File: config.mk
export PLATFORM = sky130hd
export DESIGN_NAME = fp16_mul_normround_flat
export DESIGN_NICKNAME = d
export VERILOG_FILES = /design/src/rtl/fp16_mul_normround_if.sv /design/src/rtl/fp16_mul_normround.sv /design/src/flat_wrapper.sv
export SDC_FILE = /design/constraint.sdc
export NUM_CORES = 1
export LEC_CHECK = 0
export CORE_AREA = 2 2 101 113
export DETAILED_ROUTE_END_ITERATION = 8
export DIE_AREA = 0 0 103 115
export PLACE_DENSITY = 0.77
export SYNTH_ARGS = -nofsm -noshare
export SYNTH_HDL_FRONTEND = slang
export SYNTH_SLANG_ARGS = --single-unit
File: constraint.sdc
create_clock -name CLK -period 2.2 [get_ports CLK]
set_input_delay 0.44 -clock CLK [delete_from_list [all_inputs] [get_ports CLK]]
set_output_delay 0.44 -clock CLK [all_outputs]
set_load 0.01 [all_outputs]
File: src/rtl/fp16_mul_normround_if.sv
`default_nettype none
// ============================================================================
// Module   : fp16_mul_normround_if
// Brief    : Valid/ready bus between the significand multiplier register,
//            the FP16 normalize/round/pack stage and its consumer.
// Revision : 1.0 - initial release
// ============================================================================
interface fp16_mul_normround_if;
  logic        in_valid;
  logic        in_ready;
  logic [23:0] prod;
  logic [15:0] a_op;
  logic [15:0] b_op;
  logic        out_valid;
  logic        out_ready;
  logic [15:0] result;
  logic [3:0]  flags;

  modport master (
    output in_valid, prod, a_op, b_op, out_ready,
    input  in_ready, out_valid, result, flags
  );

  modport slave (
    input  in_valid, prod, a_op, b_op, out_ready,
    output in_ready, out_valid, result, flags
  );
endinterface
`default_nettype wire

File: src/rtl/fp16_mul_normround.sv
`default_nettype none
// ============================================================================
// Module   : fp16_mul_normround
// Brief    : FP16 multiply normalize / RNE round / pack, 2-stage pipeline
//            with full valid/ready backpressure.
// Revision : 1.0 - initial release
// ============================================================================
module fp16_mul_normround (
  input  logic                  CLK,
  input  logic                  RST,
  fp16_mul_normround_if.slave   bus
);

  localparam logic [15:0] c_qnan    = 16'h7E00;
  localparam logic [14:0] c_inf_mag = 15'h7C00;
  localparam logic [7:0]  c_bias2   = 8'd35;
  localparam logic [7:0]  c_exp_max = 8'd31;
  localparam logic [7:0]  c_sh_lim  = 8'd12;

  // --------------------------------------------------------------------------
  // Operand decode
  // --------------------------------------------------------------------------
  logic        w_sign;
  logic [4:0]  w_ea;
  logic [4:0]  w_eb;
  logic [9:0]  w_fa;
  logic [9:0]  w_fb;
  logic [4:0]  w_ea_eff;
  logic [4:0]  w_eb_eff;
  logic        w_a_nan;
  logic        w_b_nan;
  logic        w_a_inf;
  logic        w_b_inf;
  logic        w_a_zero;
  logic        w_b_zero;
  logic [21:0] w_p;

  assign w_sign   = bus.a_op[15] ^ bus.b_op[15];
  assign w_ea     = bus.a_op[14:10];
  assign w_eb     = bus.b_op[14:10];
  assign w_fa     = bus.a_op[9:0];
  assign w_fb     = bus.b_op[9:0];
  assign w_ea_eff = (w_ea == 5'd0) ? 5'd1 : w_ea;
  assign w_eb_eff = (w_eb == 5'd0) ? 5'd1 : w_eb;
  assign w_a_nan  = (w_ea == 5'h1F) && (w_fa != 10'd0);
  assign w_b_nan  = (w_eb == 5'h1F) && (w_fb != 10'd0);
  assign w_a_inf  = (w_ea == 5'h1F) && (w_fa == 10'd0);
  assign w_b_inf  = (w_eb == 5'h1F) && (w_fb == 10'd0);
  assign w_a_zero = (w_ea == 5'd0)  && (w_fa == 10'd0);
  assign w_b_zero = (w_eb == 5'd0)  && (w_fb == 10'd0);
  assign w_p      = bus.prod[21:0];

  // --------------------------------------------------------------------------
  // Special-operand classification
  // --------------------------------------------------------------------------
  logic        w_special;
  logic [15:0] w_spec_res;
  logic [3:0]  w_spec_flags;

  always_comb begin
    w_special    = 1'b1;
    w_spec_res   = c_qnan;
    w_spec_flags = 4'b0000;
    if (w_a_nan || w_b_nan) begin
      w_spec_res   = c_qnan;
    end else if ((w_a_inf && w_b_zero) || (w_b_inf && w_a_zero)) begin
      w_spec_res   = c_qnan;
      w_spec_flags = 4'b1000;
    end else if (w_a_inf || w_b_inf) begin
      w_spec_res   = {w_sign, c_inf_mag};
    end else if (w_p == 22'd0) begin
      w_spec_res   = {w_sign, 15'd0};
    end else begin
      w_special    = 1'b0;
    end
  end

  // --------------------------------------------------------------------------
  // Leading-one search, exponent and normalize / denormalize shift
  // --------------------------------------------------------------------------
  logic [4:0]  w_lead;
  logic [21:0] w_norm;
  logic [7:0]  w_er;
  logic        w_er_tiny;
  logic        w_er_ovf;
  logic [7:0]  w_sh;
  logic [3:0]  w_shamt;
  logic [33:0] w_ext;
  logic [4:0]  w_expf;
  logic [9:0]  w_mant;
  logic        w_guard;
  logic        w_sticky;

  always_comb begin
    w_lead = 5'd0;
    for (int i = 0; i < 22; i++) begin
      if (w_p[i]) begin
        w_lead = 5'(i);
      end
    end
  end

  assign w_norm    = w_p << (5'd21 - w_lead);
  assign w_er      = {3'b000, w_ea_eff} + {3'b000, w_eb_eff} + {3'b000, w_lead} - c_bias2;
  assign w_er_tiny = w_er[7] || (w_er == 8'd0);
  assign w_er_ovf  = !w_er[7] && (w_er >= c_exp_max);
  assign w_sh      = 8'd1 - w_er;

  // A shift of 13 already pushes the whole significand below the guard bit,
  // so larger shifts are clamped there instead of being special-cased.
  assign w_shamt   = !w_er_tiny         ? 4'd0  :
                     (w_sh > c_sh_lim)  ? 4'd13 : w_sh[3:0];
  assign w_ext     = {w_norm, 12'd0} >> w_shamt;
  assign w_mant    = w_ext[32:23];
  assign w_guard   = w_ext[22];
  assign w_sticky  = |w_ext[21:0];
  assign w_expf    = w_er_tiny ? 5'd0 : w_er[4:0];

  // --------------------------------------------------------------------------
  // Pipeline control
  // --------------------------------------------------------------------------
  logic r1_valid;
  logic r2_valid;
  logic w_s1_adv;
  logic w_s2_adv;

  assign w_s2_adv     = !r2_valid || bus.out_ready;
  assign w_s1_adv     = w_s2_adv || !r1_valid;
  assign bus.in_ready = !r1_valid || w_s1_adv;

  // --------------------------------------------------------------------------
  // Stage 1 register
  // --------------------------------------------------------------------------
  logic        r1_special;
  logic [15:0] r1_spec_res;
  logic [3:0]  r1_spec_flags;
  logic        r1_sign;
  logic        r1_ovf;
  logic        r1_tiny;
  logic [4:0]  r1_expf;
  logic [9:0]  r1_mant;
  logic        r1_guard;
  logic        r1_sticky;

  always_ff @(posedge CLK or negedge RST) begin
    if (!RST) begin
      r1_valid      <= 1'b0;
      r1_special    <= 1'b0;
      r1_spec_res   <= 16'd0;
      r1_spec_flags <= 4'd0;
      r1_sign       <= 1'b0;
      r1_ovf        <= 1'b0;
      r1_tiny       <= 1'b0;
      r1_expf       <= 5'd0;
      r1_mant       <= 10'd0;
      r1_guard      <= 1'b0;
      r1_sticky     <= 1'b0;
    end else if (w_s1_adv) begin
      r1_valid <= bus.in_valid;
      if (bus.in_valid) begin
        r1_special    <= w_special;
        r1_spec_res   <= w_spec_res;
        r1_spec_flags <= w_spec_flags;
        r1_sign       <= w_sign;
        r1_ovf        <= w_er_ovf;
        r1_tiny       <= w_er_tiny;
        r1_expf       <= w_expf;
        r1_mant       <= w_mant;
        r1_guard      <= w_guard;
        r1_sticky     <= w_sticky;
      end
    end
  end

  // --------------------------------------------------------------------------
  // Stage 2: round-to-nearest-even, overflow, pack
  // --------------------------------------------------------------------------
  logic        w_inc;
  logic        w_inexact;
  logic [14:0] w_sum;
  logic [15:0] w_res;
  logic [3:0]  w_flags;

  assign w_inc     = r1_guard && (r1_sticky || r1_mant[0]);
  assign w_inexact = r1_guard || r1_sticky;
  // Carry out of the mantissa lands in the exponent field on purpose.
  assign w_sum     = {r1_expf, r1_mant} + {14'd0, w_inc};

  always_comb begin
    w_res   = {r1_sign, w_sum};
    w_flags = {2'b00, r1_tiny && w_inexact, w_inexact};
    if (r1_special) begin
      w_res   = r1_spec_res;
      w_flags = r1_spec_flags;
    end else if (r1_ovf || (w_sum[14:10] == 5'h1F)) begin
      w_res   = {r1_sign, c_inf_mag};
      w_flags = 4'b0101;
    end
  end

  logic [15:0] r2_result;
  logic [3:0]  r2_flags;

  always_ff @(posedge CLK or negedge RST) begin
    if (!RST) begin
      r2_valid  <= 1'b0;
      r2_result <= 16'd0;
      r2_flags  <= 4'd0;
    end else if (w_s2_adv) begin
      r2_valid <= r1_valid;
      if (r1_valid) begin
        r2_result <= w_res;
        r2_flags  <= w_flags;
      end
    end
  end

  assign bus.out_valid = r2_valid;
  assign bus.result    = r2_result;
  assign bus.flags     = r2_flags;

  logic w_unused;
  assign w_unused = &{1'b0, bus.prod[23:22], w_ext[33]};

endmodule
`default_nettype wire
File: src/flat_wrapper.sv
// flat-port wrapper written by rule: the top's interface ports become plain ports
module fp16_mul_normround_flat 
  (CLK, RST, bus_in_valid, bus_prod, bus_a_op, bus_b_op, bus_out_ready, bus_in_ready, bus_out_valid, bus_result, bus_flags);
  fp16_mul_normround_if bus_i ();
  input  logic CLK;
  input  logic RST;
  input wire logic [$bits(bus_i.in_valid)-1:0] bus_in_valid;
  input wire logic [$bits(bus_i.prod)-1:0] bus_prod;
  input wire logic [$bits(bus_i.a_op)-1:0] bus_a_op;
  input wire logic [$bits(bus_i.b_op)-1:0] bus_b_op;
  input wire logic [$bits(bus_i.out_ready)-1:0] bus_out_ready;
  output wire logic [$bits(bus_i.in_ready)-1:0] bus_in_ready;
  output wire logic [$bits(bus_i.out_valid)-1:0] bus_out_valid;
  output wire logic [$bits(bus_i.result)-1:0] bus_result;
  output wire logic [$bits(bus_i.flags)-1:0] bus_flags;
  assign bus_i.in_valid = bus_in_valid;
  assign bus_i.prod = bus_prod;
  assign bus_i.a_op = bus_a_op;
  assign bus_i.b_op = bus_b_op;
  assign bus_i.out_ready = bus_out_ready;
  assign bus_in_ready = bus_i.in_ready;
  assign bus_out_valid = bus_i.out_valid;
  assign bus_result = bus_i.result;
  assign bus_flags = bus_i.flags;
  fp16_mul_normround u_core (.CLK(CLK), .RST(RST), .bus(bus_i));
endmodule
==> results of run 1 <==
==> power by group <==
part	total, mW	leakage, nW	internal [mW]	switching [mW]
sequential	1.40	0.590	1.11	0.281
clock	0.769	0.0664	0.425	0.344
combinational	5.05	3.29	2.51	2.55
==> repair_timing <==
action	CTS	global route
gates resized for setup	175	78
gates cloned	1	1
pin swaps	46	49
endpoints found under the hold margin	0	0
setup endpoints to repair	37	38
hold buffers	0	0
setup buffers	38	16
==> sequential cells by signal (all words and copies together) (netlist names) <==
register,flops
u_core.bus.flags,4
u_core.bus.out_valid,1
u_core.bus.result,16
u_core.r1_expf,5
u_core.r1_guard,1
u_core.r1_mant,10
u_core.r1_ovf,1
u_core.r1_sign,1
u_core.r1_spec_flags,1
u_core.r1_spec_res,3
u_core.r1_special,1
u_core.r1_sticky,1
u_core.r1_tiny,1
u_core.r1_valid,1
==> final timing paths <==
kind                                          to  depth (start not counted)
max reg2reg                 u_core.bus.result[8]                         11
max in group asynchronous      u_core.r1_mant[9]                          2
min reg2reg                  u_core.bus.flags[2]                          2
max                             u_core.r1_sticky                         24
min                        u_core.bus.result[15]                          1
min in group CLK             u_core.bus.flags[2]                          2
==> cells by family after synthesis <==
logic type	Yosys count	share of synthesized area [%]
adders and majority gates	23	5.71
muxes	28	6.32
xor gates and xnor gates	20	3.33
AOI/OAI and AO/OA	225	30.7
buffers and inverters	86	6.68
DFF	47	22.3
and+or+nand+nor	276	24.9
==> placed cells by master, fill, tap and decap left out, types with 6 or more instances in the layout <==
cell type	n
clkdlybuf4s50_1	57
nor2b_1	7
o21ai_2	11
o21ai_1	13
nand3_1	31
nor2_4	11
ha_4	7
inv_2	6
buf_6	32
a31oi_1	10
o21ai_0	24
ha_1	12
dfrtp_1	47
mux2i_1	18
a22o_1	7
nand2b_1	8
xor2_1	6
xnor2_1	8
a21o_1	7
inv_1	31
and3_1	7
nor2_1	43
nand2_1	98
o31ai_4	11
buf_4	220
o211ai_1	16
nor4_1	9
nand4_1	7
a21oi_1	25
nor3_1	8
o221ai_1	10
a211oi_1	10
==> cells in the mapped netlist (7+ instances only) <==
master    count
nor3_1       11
a21oi_1      30
o211ai_1     16
xnor2_1      10
a211oi_1     12
nor4_1       10
nand2_1     104
xor2_1       10
nor2b_1       8
inv_1        37
o22ai_1       8
nand4_1       7
o31ai_1      18
mux2i_1      19
a21o_1        7
nand2b_1      8
a31oi_1      11
o221ai_1     11
nor2_1       56
a22o_1        7
clkbuf_1     37
o21ai_0      47
and3_1        8
ha_1         20
dfrtp_1      47
nand3_1      33
==> worst max-delay path, delay by kind of cell <==
family                   cells  cell delay, ns
AND/OR/NAND/NOR              5            1.50
AO/OA/AOI/OAI                8            1.51
adder cells (fa/ha/maj)      7            2.18
buffers and inverters        4            0.22
==> layout make-up <==
cell class	instances	area share (%)
multi-input combinational	572	50.0
timing repair buffer	332	31.5
sequential	47	13.1
tap	147	2.04
inverter	39	1.65
clock buffer	5	1.39
clock inverter	3	0.264
==> layer usage <==
metal / part of all wire, % / up-vias / wire [µm] / global-route usage [%]
li1: - / 3203 / - / -
met1: 34 / 3390 / 8010 / 37.0
met2: 52 / 465 / 12000 / 67.7
met3: 6.2 / 164 / 1440 / 4.13
met4: 7.8 / 0 / 1830 / 26.8
met5: 0 / - / 0 / 0
==> per-stage QoR <==
stage               TNS [ns]  cells  utilization, %  setup WS [ns]  hold WS, ns
detailed placement    -69.40   1094            72.1          -4.10        0.465
finish                -53.06   1145            84.1          -3.49        0.157
global placement      -64.66   1094            72.1          -3.87        0.458
CTS                   -52.98   1141            81.2          -3.29        0.167
global route          -56.05   1145            84.1          -3.66        0.208
floorplan             -47.65    705               -          -3.37        0.144
==> metrics.csv, run 1 <==
stage,metric,value,unit
clocking,cts_buffer_depth,2,
finish,design_area,9000,µm²
worst_setup_path,crit_start,bus_b_op[10],
finish,syn_to_final_growth,71.1,%
clocking,numClockSinks,47,
timing,setup_viol,34,
detailed_routing,postRouteAntennaNets,0,
clocking,htreeDepth,2,
synthesis,syn_avg_cell_area,7.46,µm²
flow_run,drv_cap,0,
worst_setup_path,timing.rr.start,u_core.r1_sticky,
global_route,grt_usage,36.6,%
floorplanning,die_y,115,µm
run_status,run_status,"complete, but fails checks",
synthesis,yosys.area.top_type_share,22.3,%
clocking,clkLatencyLatePin,0.30,ns
worst_setup_path,cp_max_fo,8,
clocking,clkSlewWorstSetupHoldPaths,0.07,ns
synthesis,yosysSeqAreaShare,22.3,%
timing,finalHoldViolCount,0,
timing,min_period,5.69,ns
synthesis,synth_area_leaders,"dfrtp_1 (22%), nand2_1 (7.4%), ha_1 (4.8%), o21ai_0 (4.5%), nor2_1 (4.0%)",
pwr,power_density,802,nW/µm²
worst_setup_path,critPathKind,input port to flop,
finish,layout-drive-gt1-share,41.4,%
global_route,antenna_found_initial,0,
timing,maxClockFrequency,0.176,GHz
detailed_routing,drt-pass1-iter-count,5,
worst_setup_path,end_kind,flop,
detailed_routing,drc_errors,0,
worst_setup_path,critPathRequiredTime,2.37,ns
worst_setup_path,startpoint_type,input port,
placement,place_area,7720,µm²
placement,dpl.hpwl,14.7,mm
finish,nets,1079,
global_route,first_global_vias,7299,
timing,worst_pin_slew,0.713,ns
detailed_routing,routed_via_density,6.31,
detailed_routing,vias,7222,
global_route,grt_pass1_wl,34.6,mm
synthesis,netlist_instances,705,
floorplanning,num_rows,40,
worst_hold_path,hold_class,input port to asynchronous set/reset pin,
synthesis,synth_nets,787,
synthesis,synth_cell_types,83,
floorplanning,top_level_ports,82,
floorplanning,start_util,49.1,%
clocking,numCtsBuffers,5,
timing,fin_skew,0.00626,ns
timing,rsz0062_at_grt,yes,
timing,fin_ws,-3.49,ns
pwr,p_leak,3.94,nW
synthesis,ys_warn_count,0,
finish,fillers,617,
finish,regArea,1180,µm²
clocking,cts_tree,done,
pwr,power,7.22,mW
synthesis,synth-seq-cells,47,
synthesis,dominantRegCellSynth,dfrtp_1,
worst_setup_path,rrSetupSlack,-0.22,ns
worst_setup_path,critical-path-max-stage-delay,0.59,ns
timing,period_share,259,%
floorplanning,die_w,103,µm
worst_setup_path,crit_chain,"buf_6, or4_4, nor2_4, or2_4, ha_4, inv_2, fa_2, inv_2, ha_4, ha_4, inv_2, fa_2, ha_4, a21boi_2, maj3_2, o31ai_4, o22ai_2, or4_4, nand2_4, a211oi_2, a21oi_1, a41oi_2, o41ai_2, a21oi_1",
floorplanning,dieArea,11800,µm²
synthesis,async_reset_ff_share,100,%
placement,io_buffers,79,
finish,antenna_cells_inserted,0,
global_route,grt_max_degree,39,
finish,multi_input_area,4500,µm²
synthesis,synth.largest_area_cell,dfrtp_1,
run_status,failed_checks,setup timing,
detailed_routing,drt_iter0_markers,542,
floorplanning,coreArea,10700,µm²
clocking,cts-root-buf,clkbuf_16,
placement,place_congestion,0.984,
synthesis,synth_edf_count,0,
synthesis,syn_area,5260,µm²
detailed_routing,totalWireLength,23.3,mm
timing,drv_slew,0,
worst_setup_path,arrival,5.86,ns
global_route,grt-ovfl-total,0,
detailed_routing,wire_per_inst,20.4,µm
pwr,ir_worst_vdd,0.000486,V
worst_setup_path,cp_slowest_cell,or4_4,
worst_setup_path,path_common_cell,ha_4,
timing,relSlewSlack,51.7,%
Note: power is estimated with default switching activity, not from simulation.
==> run 2, diff against run 1 <==
--- a/config.mk
+++ b/config.mk
@@ -11,2 +11,3 @@
 export PLACE_DENSITY = 0.77
+export SKIP_LAST_GASP = 1
 export SYNTH_ARGS = -nofsm -noshare
--- a/constraint.sdc
+++ b/constraint.sdc
@@ -3,2 +3,2 @@
 set_output_delay 0.44 -clock CLK [all_outputs]
-set_load 0.01 [all_outputs]
+set_load 0.005 [all_outputs]
==> metrics.csv, run 2 (same netlist as run 1, synthesis figures left out) <==
stage,metric,value,unit
run_status,run_status,"complete, but fails checks",
run_status,failed_checks,setup timing,
clocking,cts_buffer_depth,2,
worst_setup_path,critPathKind,input port to flop,
placement,dpl.hpwl,14.7,mm
worst_setup_path,cp_slowest_cell,or4_4,
detailed_routing,postRouteAntennaNets,0,
timing,drv_slew,0,
finish,final_common_cell,buf_4,
clocking,cts_tree,done,
worst_setup_path,r2r_cells,11,
timing,maxClockFrequency,0.177,GHz
timing,relSlewSlack,51.9,%
global_route,first_global_vias,7178,
detailed_routing,drc_errors,0,
floorplanning,die_w,103,µm
worst_setup_path,timing.rr.start,u_core.r1_mant[0],
worst_setup_path,arrival,5.83,ns
clocking,clkLatencyLatePin,0.29,ns
global_route,grt_pass1_wl,33.6,mm
worst_setup_path,reg2reg_to,u_core.bus.result[4],
floorplanning,die_y,115,µm
clocking,cts-root-buf,clkbuf_16,
timing,period_share,257,%
finish,syn_to_final_growth,71.2,%
timing,min_period,5.66,ns
finish,fillers,633,
worst_setup_path,crit_chain,"buf_6, or4_4, nor2_4, or2_4, ha_4, inv_2, fa_2, inv_2, ha_4, ha_4, inv_2, fa_2, ha_4, a21boi_2, maj3_2, o31ai_4, o22ai_2, or4_4, nand2_2, o21ai_1, o211ai_1, a41oi_2, o41ai_2, a21oi_1",
detailed_routing,drt-pass1-iter-count,5,
timing,finalHoldViolCount,0,
floorplanning,top_level_ports,82,
worst_hold_path,hold_class,input port to asynchronous set/reset pin,
global_route,antenna_found_initial,1,
worst_setup_path,critPathRequiredTime,2.37,ns
detailed_routing,routed_via_density,6.28,
clocking,numCtsBuffers,5,
timing,rsz0062_at_grt,yes,
finish,largest_reg_flops,16,
floorplanning,num_rows,40,
detailed_routing,totalWireLength,22.7,mm
global_route,grt_max_degree,39,
worst_setup_path,crit_buf_inv,4,
finish,nets,1083,
detailed_routing,drt_iter0_markers,412,
finish,layout_common_cells,"buf_4 (227), nand2_1 (99), clkdlybuf4s50_1 (60)",
floorplanning,dieArea,11800,µm²
timing,fin_skew,0.00638,ns
clocking,htreeDepth,2,
timing,fin_hold_ws,0.146,ns
floorplanning,coreArea,10700,µm²
finish,antenna_cells_inserted,0,
timing,setup_viol,35,
pwr,ir_worst_vdd,0.000500,V
floorplanning,start_util,49.1,%
finish,finish.utilization,84.1,%
global_route,grt-ovfl-total,0,
timing,fin_ws,-3.46,ns
placement,place_congestion,0.984,
clocking,numClockSinks,47,
finish,layout-drive-gt1-share,41.5,%
flow_run,drv_cap,0,
worst_setup_path,critical-path-max-stage-delay,0.58,ns
pwr,power_density,786,nW/µm²
placement,io_buffers,79,
worst_setup_path,path_common_cell,ha_4,
worst_setup_path,crit_start,bus_b_op[12],
worst_setup_path,rrSetupSlack,-0.29,ns
clocking,clkSlewWorstSetupHoldPaths,0.07,ns
worst_setup_path,cp_num_cells,24,
timing,worst_pin_slew,0.710,ns
worst_setup_path,startpoint_type,input port,
global_route,grt_usage,35.4,%
pwr,p_leak,3.96,nW
clocking,hold_buffers,0,
worst_setup_path,end_kind,flop,
detailed_routing,wire_per_inst,19.8,µm
detailed_routing,vias,7210,
worst_setup_path,crit_family,adder cells,
worst_setup_path,cp_max_fo,8,
==> run 2: cell types whose count changed in the layout (fill, tap and decap cells not counted), moves of 2 or more <==
cell / change
buf_6: -2
clkbuf_2: +2
clkdlybuf4s15_2: -2
buf_2: -2
clkdlybuf4s50_1: +3
buf_4: +7
xor2_1: +2
xor2_2: -2
dlygate4sd2_1: -4
==> run 2: what timing repair did <==
| action | CTS | global route |
|---|---|---|
| setup buffers | 38 | 20 |
| endpoints found under the hold margin | 0 | 0 |
| resized for setup | 150 | 92 |
| setup endpoints to repair | 37 | 38 |
| pin swaps | 45 | 50 |
| cloned | 1 | 0 |
==> run 2: layer usage <==
| layer | GRT usage, % | part of all wire [%] |
|---|---|---|
| met3 | 4.19 | 5.6 |
| met4 | 24.9 | 8.4 |
| met5 | 0 | 0.057 |
| met1 | 35.7 | 34 |
| met2 | 66.1 | 51 |
==> run 2: per-stage QoR <==
stage          setup slack, ns  power [mW]  setup TNS [ns]  std cells  instance area, µm²
2_1_floorplan            -3.37        3.22          -47.65        705                5390
3_3_place_gp             -3.87        4.79          -64.66       1094                7720
3_5_place_dp             -4.10        4.91          -69.40       1094                7720
4_1_cts                  -3.29        6.35          -53.41       1141                8630
5_1_grt                  -3.61        7.43          -56.59       1149                9010
6_report                 -3.46        7.08          -53.21       1149                9010
==> run 2: layout make-up <==
type / count / area, µm² / share of cell area [%]
inverters: 39 / 149 / 1.65
clock inverters: 3 / 23.8 / 0.264
well taps: 147 / 184 / 2.04
repair buffers: 336 / 2870 / 31.8
multi-input cells: 572 / 4480 / 49.8
flip-flops and latches: 47 / 1180 / 13.1
clock buffers: 5 / 125 / 1.39
==> run 2: where the power goes <==
| part | switching, mW | internal (mW) | leakage [nW] |
|---|---|---|---|
| sequential | 0.271 | 1.11 | 0.590 |
| clock | 0.346 | 0.425 | 0.0664 |
| combinational | 2.45 | 2.47 | 3.30 |
| total | 3.07 | 4.01 | 3.96 |
==> run 2: worst max-delay path by stage <==
| stage | end | slack, ns |
|---|---|---|
| after floorplan | u_core.r1_sticky | -3.37 |
| after global placement | u_core.r1_sticky | -3.87 |
| after detailed placement | u_core.r1_sticky | -4.10 |
| after CTS | u_core.r1_sticky | -3.29 |
| after global routing | u_core.r1_sticky | -3.61 |
| final | u_core.r1_sticky | -3.46 |
==> run 3, diff against run 2 <==
- RECOVER_POWER: not set -> 25
==> metrics.csv, run 3 (same netlist as run 1, synthesis figures left out) <==
stage,metric,value,unit
detailed_routing,totalWireLength,22.7,mm
pwr,p_comb_share,69.6,%
pwr,netSwitchingFraction,43.3,%
timing,finalHoldViolCount,0,
worst_setup_path,arrival,5.83,ns
worst_setup_path,startpoint_type,input port,
timing,min_period,5.66,ns
finish,layout-drive-gt1-share,41.4,%
finish,layout_common_cells,"buf_4 (227), nand2_1 (99), clkdlybuf4s50_1 (60)",
pwr,p_leak,3.95,nW
clocking,cts_tree,done,
timing,maxClockFrequency,0.177,GHz
pwr,p_seq_share,19.6,%
pwr,power.switching,3.07,mW
global_route,grt_pass1_wl,33.6,mm
timing,rsz0062_at_grt,yes,
global_route,grt_max_degree,39,
detailed_routing,routed_via_density,6.28,
timing,setup_viol,35,
worst_setup_path,crit_buf_inv,4,
timing,fin_hold_ws,0.476,ns
timing,period_share,257,%
finish,regArea,1180,µm²
floorplanning,die_y,115,µm
clocking,numCtsBuffers,5,
worst_setup_path,critPathKind,input port to flop,
detailed_routing,drc_errors,0,
global_route,first_global_vias,7178,
timing,worst_pin_slew,1.46,ns
worst_setup_path,path_common_cell,ha_4,
floorplanning,die_w,103,µm
worst_setup_path,reg2reg_to,u_core.bus.result[4],
clocking,cts-root-buf,clkbuf_16,
worst_setup_path,crit_chain,"buf_6, or4_4, nor2_4, or2_4, ha_4, inv_2, fa_2, inv_2, ha_4, ha_4, inv_2, fa_2, ha_4, a21boi_2, maj3_2, o31ai_4, o22ai_2, or4_4, nand2_2, o21ai_1, o211ai_1, a41oi_2, o41ai_2, a21oi_1",
clocking,clkSlewWorstSetupHoldPaths,0.07,ns
global_route,grt_usage,35.4,%
finish,syn_to_final_growth,71.1,%
floorplanning,start_util,49.1,%
run_status,run_status,"complete, but fails checks",
placement,dpl.hpwl,14.7,mm
pwr,ir_worst_vdd,0.000500,V
worst_setup_path,cp_max_fo,8,
clocking,cts_buffer_depth,2,
floorplanning,dieArea,11800,µm²
floorplanning,top_level_ports,82,
clocking,clkLatencyLatePin,0.29,ns
timing,fin_ws,-3.46,ns
finish,largest_reg_flops,16,
worst_setup_path,end_kind,flop,
worst_setup_path,critPathRequiredTime,2.37,ns
finish,finish.utilization,84.1,%
worst_setup_path,rrSetupSlack,-0.29,ns
worst_setup_path,r2r_cells,11,
detailed_routing,wire_per_inst,19.8,µm
detailed_routing,drt_iter0_markers,412,
timing,fin_skew,0.00638,ns
worst_setup_path,crit_family,adder cells,
pwr,power_density,786,nW/µm²
finish,multi_input_area,4480,µm²
timing,relSlewSlack,2.77,%
finish,final_common_cell,buf_4,
pwr,p_clk_share,10.9,%
detailed_routing,postRouteAntennaNets,0,
placement,place_congestion,0.984,
detailed_routing,drt-pass1-iter-count,5,
clocking,numClockSinks,47,
worst_setup_path,critical-path-max-stage-delay,0.58,ns
floorplanning,num_rows,40,
global_route,grt-ovfl-total,0,
run_status,failed_checks,setup timing,
global_route,antenna_found_initial,1,
timing,drv_slew,0,
detailed_routing,vias,7210,
floorplanning,coreArea,10700,µm²
finish,antenna_cells_inserted,0,
flow_run,drv_cap,0,
finish,nets,1083,
worst_setup_path,timing.rr.start,u_core.r1_mant[0],
worst_hold_path,hold_class,input port to asynchronous set/reset pin,
finish,fillers,632,
placement,io_buffers,79,
worst_setup_path,cp_slowest_cell,or4_4,
clocking,htreeDepth,2,
pwr,p_int,4.01,mW
[run 3: cell types whose count changed in the layout (fill, tap and decap cells not counted), sizes merged]
cell and change:
buf -1, clkbuf +1
[run 3: timing repair]
item                       in CTS  in global routing
hold buffers                    0                  0
cloned                          1                  0
setup endpoints to repair      37                 38
resized for setup             150                 92
buffers inserted               38                 20
pin swaps                      45                 50
[run 3: how the worst max path moves through the flow]
stage                       startpoint               end  slack, ns  cells after the start
after floorplan           bus_b_op[13]  u_core.r1_sticky      -3.37                     24
after global placement    bus_b_op[13]  u_core.r1_sticky      -3.87                     24
after detailed placement  bus_a_op[13]  u_core.r1_sticky      -4.10                     24
after CTS                 bus_b_op[10]  u_core.r1_sticky      -3.29                     24
after global routing      bus_b_op[12]  u_core.r1_sticky      -3.61                     24
final                     bus_b_op[12]  u_core.r1_sticky      -3.46                     24
[run 3: layout make-up]
type	count	area share [%]
clock inverters	3	0.264
multi-input cells	572	49.8
clock buffers	5	1.39
repair buffers	336	31.8
well taps	147	2.04
flip-flops and latches	47	13.1
inverters	39	1.65
[run 3: metrics by stage]
stage / instances / total power [mW] / cell area [µm²] / setup WS, ns / TNS [ns]
floorplan: 705 / 3.22 / 5390 / -3.37 / -47.65
global placement: 1094 / 4.79 / 7720 / -3.87 / -64.66
detailed placement: 1094 / 4.91 / 7720 / -4.10 / -69.40
CTS: 1141 / 6.35 / 8630 / -3.29 / -53.41
global route: 1149 / 7.43 / 9010 / -3.61 / -56.59
finish: 1149 / 7.08 / 9010 / -3.46 / -53.21
[run 3: metal layers]
layer | track usage (%) | routed length (µm) | vias up
met3 | 4.19 | 1270 | 176
li1 | - | - | 3217
met1 | 35.7 | 7830 | 3388
met4 | 24.9 | 1920 | 2
met5 | 0 | 13 | -
met2 | 66.1 | 11700 | 427
[run 3: power groups by stage]
stage,logic [mW],clock network [mW],registers [mW]
after floorplan,1.92,0,1.30
after global placement,3.48,0,1.31
after detailed placement,3.58,0,1.33
after CTS,4.27,0.754,1.33
after global routing,5.21,0.811,1.41
final,4.93,0.771,1.38
